### src/rtl/serial_add_ctrl.sv
// serial_add_ctrl: bit-serial add sequencer that drives one shared external full adder
module serial_add_ctrl #(
  parameter int WIDTH = 5
) (
  input  logic             clk,
  input  logic             rst_n,
  input  logic             start_i,
  input  logic             acc_i,
  input  logic [WIDTH-1:0] a_i,
  input  logic [WIDTH-1:0] b_i,
  output logic             fa_a_o,
  output logic             fa_b_o,
  output logic             fa_cin_o,
  input  logic             fa_s_i,
  input  logic             fa_cout_i,
  output logic             busy_o,
  output logic             done_o,
  output logic [WIDTH:0]   sum_o
);
  localparam int CW = $clog2(WIDTH + 1);
  typedef enum logic [1:0] {IDLE, RUN, DONE} state_t;
  state_t           state_q;
  logic [WIDTH-1:0] a_sh_q, b_sh_q, sum_sh_q;
  logic [WIDTH:0]   sum_q;
  logic [CW-1:0]    cnt_q;
  logic             carry_q, busy_q, done_q;
  // The adder only sees operand bits while running; busy_q is exactly the RUN state
  assign fa_a_o   = busy_q & a_sh_q[0];
  assign fa_b_o   = busy_q & b_sh_q[0];
  assign fa_cin_o = busy_q & carry_q;
  assign busy_o   = busy_q;
  assign done_o   = done_q;
  assign sum_o    = sum_q;
  // Capture on start (IDLE or DONE), shift one bit per clock in RUN, publish on the last bit
  always_ff @(posedge clk or negedge rst_n) begin
    if (!rst_n) begin
      state_q  <= IDLE;
      a_sh_q   <= '0;
      b_sh_q   <= '0;
      sum_sh_q <= '0;
      sum_q    <= '0;
      cnt_q    <= '0;
      carry_q  <= 1'b0;
      busy_q   <= 1'b0;
      done_q   <= 1'b0;
    end else if (state_q == RUN) begin
      sum_sh_q <= {fa_s_i, sum_sh_q[WIDTH-1:1]};
      carry_q  <= fa_cout_i;
      a_sh_q   <= a_sh_q >> 1;
      b_sh_q   <= b_sh_q >> 1;
      cnt_q    <= cnt_q + CW'(1);
      if (cnt_q == CW'(WIDTH - 1)) begin
        sum_q   <= {fa_cout_i, fa_s_i, sum_sh_q[WIDTH-1:1]};
        state_q <= DONE;
        busy_q  <= 1'b0;
        done_q  <= 1'b1;
      end
    end else if (start_i) begin
      a_sh_q   <= acc_i ? sum_q[WIDTH-1:0] : a_i;
      b_sh_q   <= b_i;
      carry_q  <= 1'b0;
      cnt_q    <= '0;
      sum_sh_q <= '0;
      state_q  <= RUN;
      busy_q   <= 1'b1;
      done_q   <= 1'b0;
    end else begin
      state_q <= IDLE;
      done_q  <= 1'b0;
    end
  end
endmodule

### config.mk
export PLATFORM = sky130hd
export DESIGN_NAME = serial_add_ctrl
export DESIGN_NICKNAME = d
export VERILOG_FILES = /design/src/rtl/serial_add_ctrl.sv
export SDC_FILE = /design/constraint.sdc
export NUM_CORES = 1
export LEC_CHECK = 0
export ABC_CLOCK_PERIOD_IN_PS = 1600
export BUFFER_PORTS_ARGS = -buffer_cell sky130_fd_sc_hd__buf_4
export CAP_MARGIN = 20
export CELL_PAD_IN_SITES_DETAIL_PLACEMENT = 1
export CELL_PAD_IN_SITES_GLOBAL_PLACEMENT = 2
export CORE_ASPECT_RATIO = 0.7
export CORE_MARGIN = 2
export CORE_UTILIZATION = 30
export DETAILED_ROUTE_END_ITERATION = 7
export GPL_TIMING_DRIVEN = 1
export PLACE_DENSITY = 0.66
export SYNTH_ARGS = -nofsm -noshare
export SYNTH_HDL_FRONTEND = slang
export SYNTH_SLANG_ARGS = --single-unit
### constraint.sdc
create_clock -name clk -period 1.6 [get_ports clk]
set_input_delay 0.24 -clock clk [delete_from_list [all_inputs] [get_ports clk]]
set_output_delay 0.24 -clock clk [all_outputs]
set_load 0.02 [all_outputs]
==> Word level (Yosys, flattened, before mapping) <==
Cells that the tools add are included.
{ "word_totals": {"register_bits": 29, "latch_bits": 0, "ram_bits": 0, "rom_bits": 0, "out_inout_bits": 11, "word_cells": 38, "memories": 0} }
{ "op_classes": {"n_addsub": 1, "n_mul": 0, "div": 0, "order_cmp": 0, "eq_ne": 3, "shift": 0, "muxes": 19, "n_bitwise": 3, "reduce_logical": 3} }
{ "ops": {"columns": ["cell", "n"], "rows": [
  ["5-bit two-way mux", 7],
  ["1-bit two-way mux", 8],
  ["3-bit two-way mux", 2],
  ["2-bit two-way mux", 2],
  ["2-bit AND reduction", 2],
  ["3-bit by 1-bit adder with 3-bit output (second input constant)", 1],
  ["1-bit bitwise AND", 3],
  ["3-bit == test (second input constant)", 1],
  ["2-bit by 1-bit == test with 1-bit output (second input constant)", 1],
  ["2-bit by 1-bit != test with 1-bit output (second input constant)", 1],
  ["2-bit nonzero test", 1]
]} }

==> Longest topological paths before layout <==
{ "logic_depth": {"ltp_word": 3, "mapped_depth": 5} }

==> Worst setup path after synthesis <==
Ideal clock, no wire load.
{ "synth_path": {"kind": "register to register", "startpoint": "register done_o (netlist name)", "endpoint": "register cnt_q[2]", "setup_time_ps": 80, "arrival_time_ps": 1197, "required_ps": 1520, "path_slack_ps": 323, "stages_incl_launch_ff": 5, "path_buffers": 1, "synth_period_minus_slack_ps": 1277, "path_cell_list": "dfrtp_1 -> nand2b_1 -> buf_6 -> mux2_4 -> mux2i_4"} }
{ "synth_rtl": {"columns": ["element", "line_no", "source"], "rows": [
  ["end signal, assigned", "51", "cnt_q <= cnt_q + CW'(1);"],
  ["end, declared", "25", "logic [CW-1:0] cnt_q;"]
]} }

==> qor.txt <==
Slew HR: 71.8%
Die ar.: 4810 sq um
Synth warnings: 0
Vias in the first global route: 933
Max-slew violations: 0
Worst Skew: 0.00776 ns
Distinct cells, synth: 29
# port buffers: 26
Num CTS Buffers: 3
Req. time, crit path: 1.80 ns
Post-Synth Adder-Cell Area: 1.96%
Crit Path Class: reg2reg
Core Region: 3990 sq um
Wire length on met1: 1340 microns
Final setup TNS: 0 ns
Reg area: 676 sq um
CP Max Fanout: 10
Dpl cell area: 1510 sq um
Final ANT Viol Nets: 0
Worst Tran Pin Value: 0.412 ns
Routed met3 length: 130 microns
Footprint of the multi-input gates: 534 sq um
Startpoint Class: flip-flop
Final Hold Viols: 0
Final Cycle Share: 84.4%
Yosys reg bits: 27
Post-CTS resize count: 0
TritonCTS clock tree: done
Worst-skew pair later-pin latency: 0.27 ns
Filler Cells Inserted: 456
Nets: 159
PwrDens: 1810 nW/um^2
# IOs: 27
Static Leak: 0.738 nW
Row count: 19
Initial Util: 32.0%
CP arrival: 1.55 ns
Period minus WS final: 1.35 ns
GRT Total Usage: 12.7%
Met2 Wirelength: 1300 microns
Max VDD drop: 0.000626 V
RSZ-0062 raised after global routing: no
GPL Wtd Cong: 0.679
Via density: 4.76
Die Ht: 58.6 microns
Main combinational cell family by area after synthesis: simple AND/OR/NAND/NOR gates
Via count: 914
Postcts setup bufs: 0
Area share of xor/xnor cells in the synthesized design: 0%
Antenna violations before repair: 0
Highest routed layer: met4
DRT Pass-1 Iters: 4
Initial detailed-routing violation count: 47
Mux contribution to synthesized area: 12.9%
Largest net degree at the start of global routing: 28
Syn Inst Count: 114
Post-Synthesis Cell Area: 1280 sq um
Htree depth: 1
Register area share after synthesis: 52.8%
CTS Sinks: 27
CTS Buffer Depth: 2
Avg WL per Cell: 14.5 microns
WHS: 0.182 ns
Synth Area per Inst: 11.2 sq um
Hpwl dp: 2050 microns
Fmax: 741 MHz
Drt drc: 0
Final Instance Area: 1560 sq um
Layout area overhead: 22.3%
Simple-Gate Fraction of Synth Area: 16.0%
Synth Area in Compound Gates: 10.9%
Status: finished clean
CP Capture Type: flip-flop
Syn nets: 132
Final Setup Violations: 0
Drt total wl: 2790 microns
Post-CTS Hold Fix Bufs: 1
Layout cells sized above 1: 30.0%
Total grt overflow: 0
Max_cap viols: 0
First-pass GRT wire length: 4550 microns
Die width: 82.0 microns
Antenna cells: 0
CTS Root Buffer Type: clkbuf_8
Hold Crit Class: in2reg
Worst-path clk slew: 0.09 ns
[logic make-up after synthesis]
family	after synthesis
simple gates	40
mux	14
fa+ha+maj	2
flops	27
compound gates	19
buf+inv	12
[registers in the layout, indices dropped and copies added (netlist names)]
signal	cells
sum_o	6
state_q	1
busy_o	1
sum_sh_q	4
b_sh_q	5
carry_q	1
cnt_q	3
a_sh_q	5
done_o	1
[cells in the mapped netlist]
library cell   n  share of area, %
mux2i_1        6               4.7
mux2i_4        1               1.8
o31ai_1        1              0.59
nand3_1        1              0.39
o21ai_0       10               3.9
mux2_2         1              0.88
buf_2          4               1.6
nand2_1       16               4.7
a2111oi_0      1              0.69
and2_1         3               1.5
buf_6          2               1.8
clkbuf_1       1              0.29
a22o_2         1              0.78
nor3_1         8               3.1
a2111oi_2      3               3.5
ha_1           2               2.0
nand2b_1       1              0.49
dfrtp_1       27                53
nor2b_4        1               1.1
a21oi_1        1              0.39
o21ai_1        1              0.39
inv_1          4               1.2
buf_4          1              0.59
nor2_1         5               1.5
a21boi_0       1              0.59
mux2_1         5               4.4
nor2b_1        4               2.0
mux2_4         1               1.2
nand3_4        1               1.4
[worst max-delay path: stages, from the launching register on]
cell and delay [ns]:
dfrtp_1 0.42, nand2b_1 0.34, mux2_4 0.39, mux2i_4 0.12
[power breakdown]
group | switching (mW) | internal [mW] | total, mW | leakage (nW)
Clock | 0.211 | 0.174 | 0.385 | 0.0255
Combinational | 0.677 | 0.569 | 1.25 | 0.377
Sequential | 0.223 | 0.974 | 1.20 | 0.336
[per-layer routing]
metal  GRT usage [%]  vias to the layer above
met2            20.1                       14
met1            17.8                      459
met5               0                        -
li1                -                      439
met4            1.43                        0
met3            4.14                        2
[worst paths after layout]
path / start / endpoint / slack, ns / cells after the start
worst max-delay path: done_o / cnt_q[2] / 0.25 / 3
worst min-delay path: fa_s_i / sum_sh_q[4] / 0.18 / 3
worst max register to register: done_o / cnt_q[2] / 0.25 / 3
worst min register to register: b_sh_q[1] / b_sh_q[0] / 0.49 / 2
max in group asynchronous: rst_n / done_o / 0.91 / 2
min in group asynchronous: rst_n / b_sh_q[3] / 0.42 / 2
[stage by stage]
stage | util [%] | setup slack, ns | std cells | power, mW
floorplan | - | 0.323 | 114 | 2.06
global placement | 37.8 | 0.293 | 187 | 2.43
detailed placement | 37.8 | 0.261 | 187 | 2.49
CTS | 39.2 | 0.241 | 192 | 2.88
global route | 39.2 | 0.175 | 192 | 3.06
finish | 39.2 | 0.250 | 192 | 2.83
[area by class of cell]
class / count / area share (%)
clock buffer: 3 / 2.64
clock inverter: 1 / 0.320
inverter: 4 / 0.960
multi-input combinational: 75 / 34.2
sequential: 27 / 43.2
tap: 52 / 4.16
timing repair buffer: 30 / 14.6
[layout by cell type, fill, tap and decap left out]
cell	instances
a21oi_1	1
dfrtp_1	27
o21ai_1	1
dlygate4sd3_1	1
a22o_2	1
nand2_1	16
o31ai_1	1
mux2_4	1
ha_1	2
a21boi_0	1
o21ai_0	10
mux2i_4	1
clkinv_2	1
nor2_1	5
mux2_1	5
nor2b_4	1
nand3_4	1
mux2i_1	6
inv_1	4
nand2b_1	1
nor2b_1	4
clkbuf_8	3
nand3_1	1
a2111oi_0	1
buf_4	29
a2111oi_2	3
and2_1	3
mux2_2	1
nor3_1	8
No activity file was read; power rests on OpenSTA's default activity.
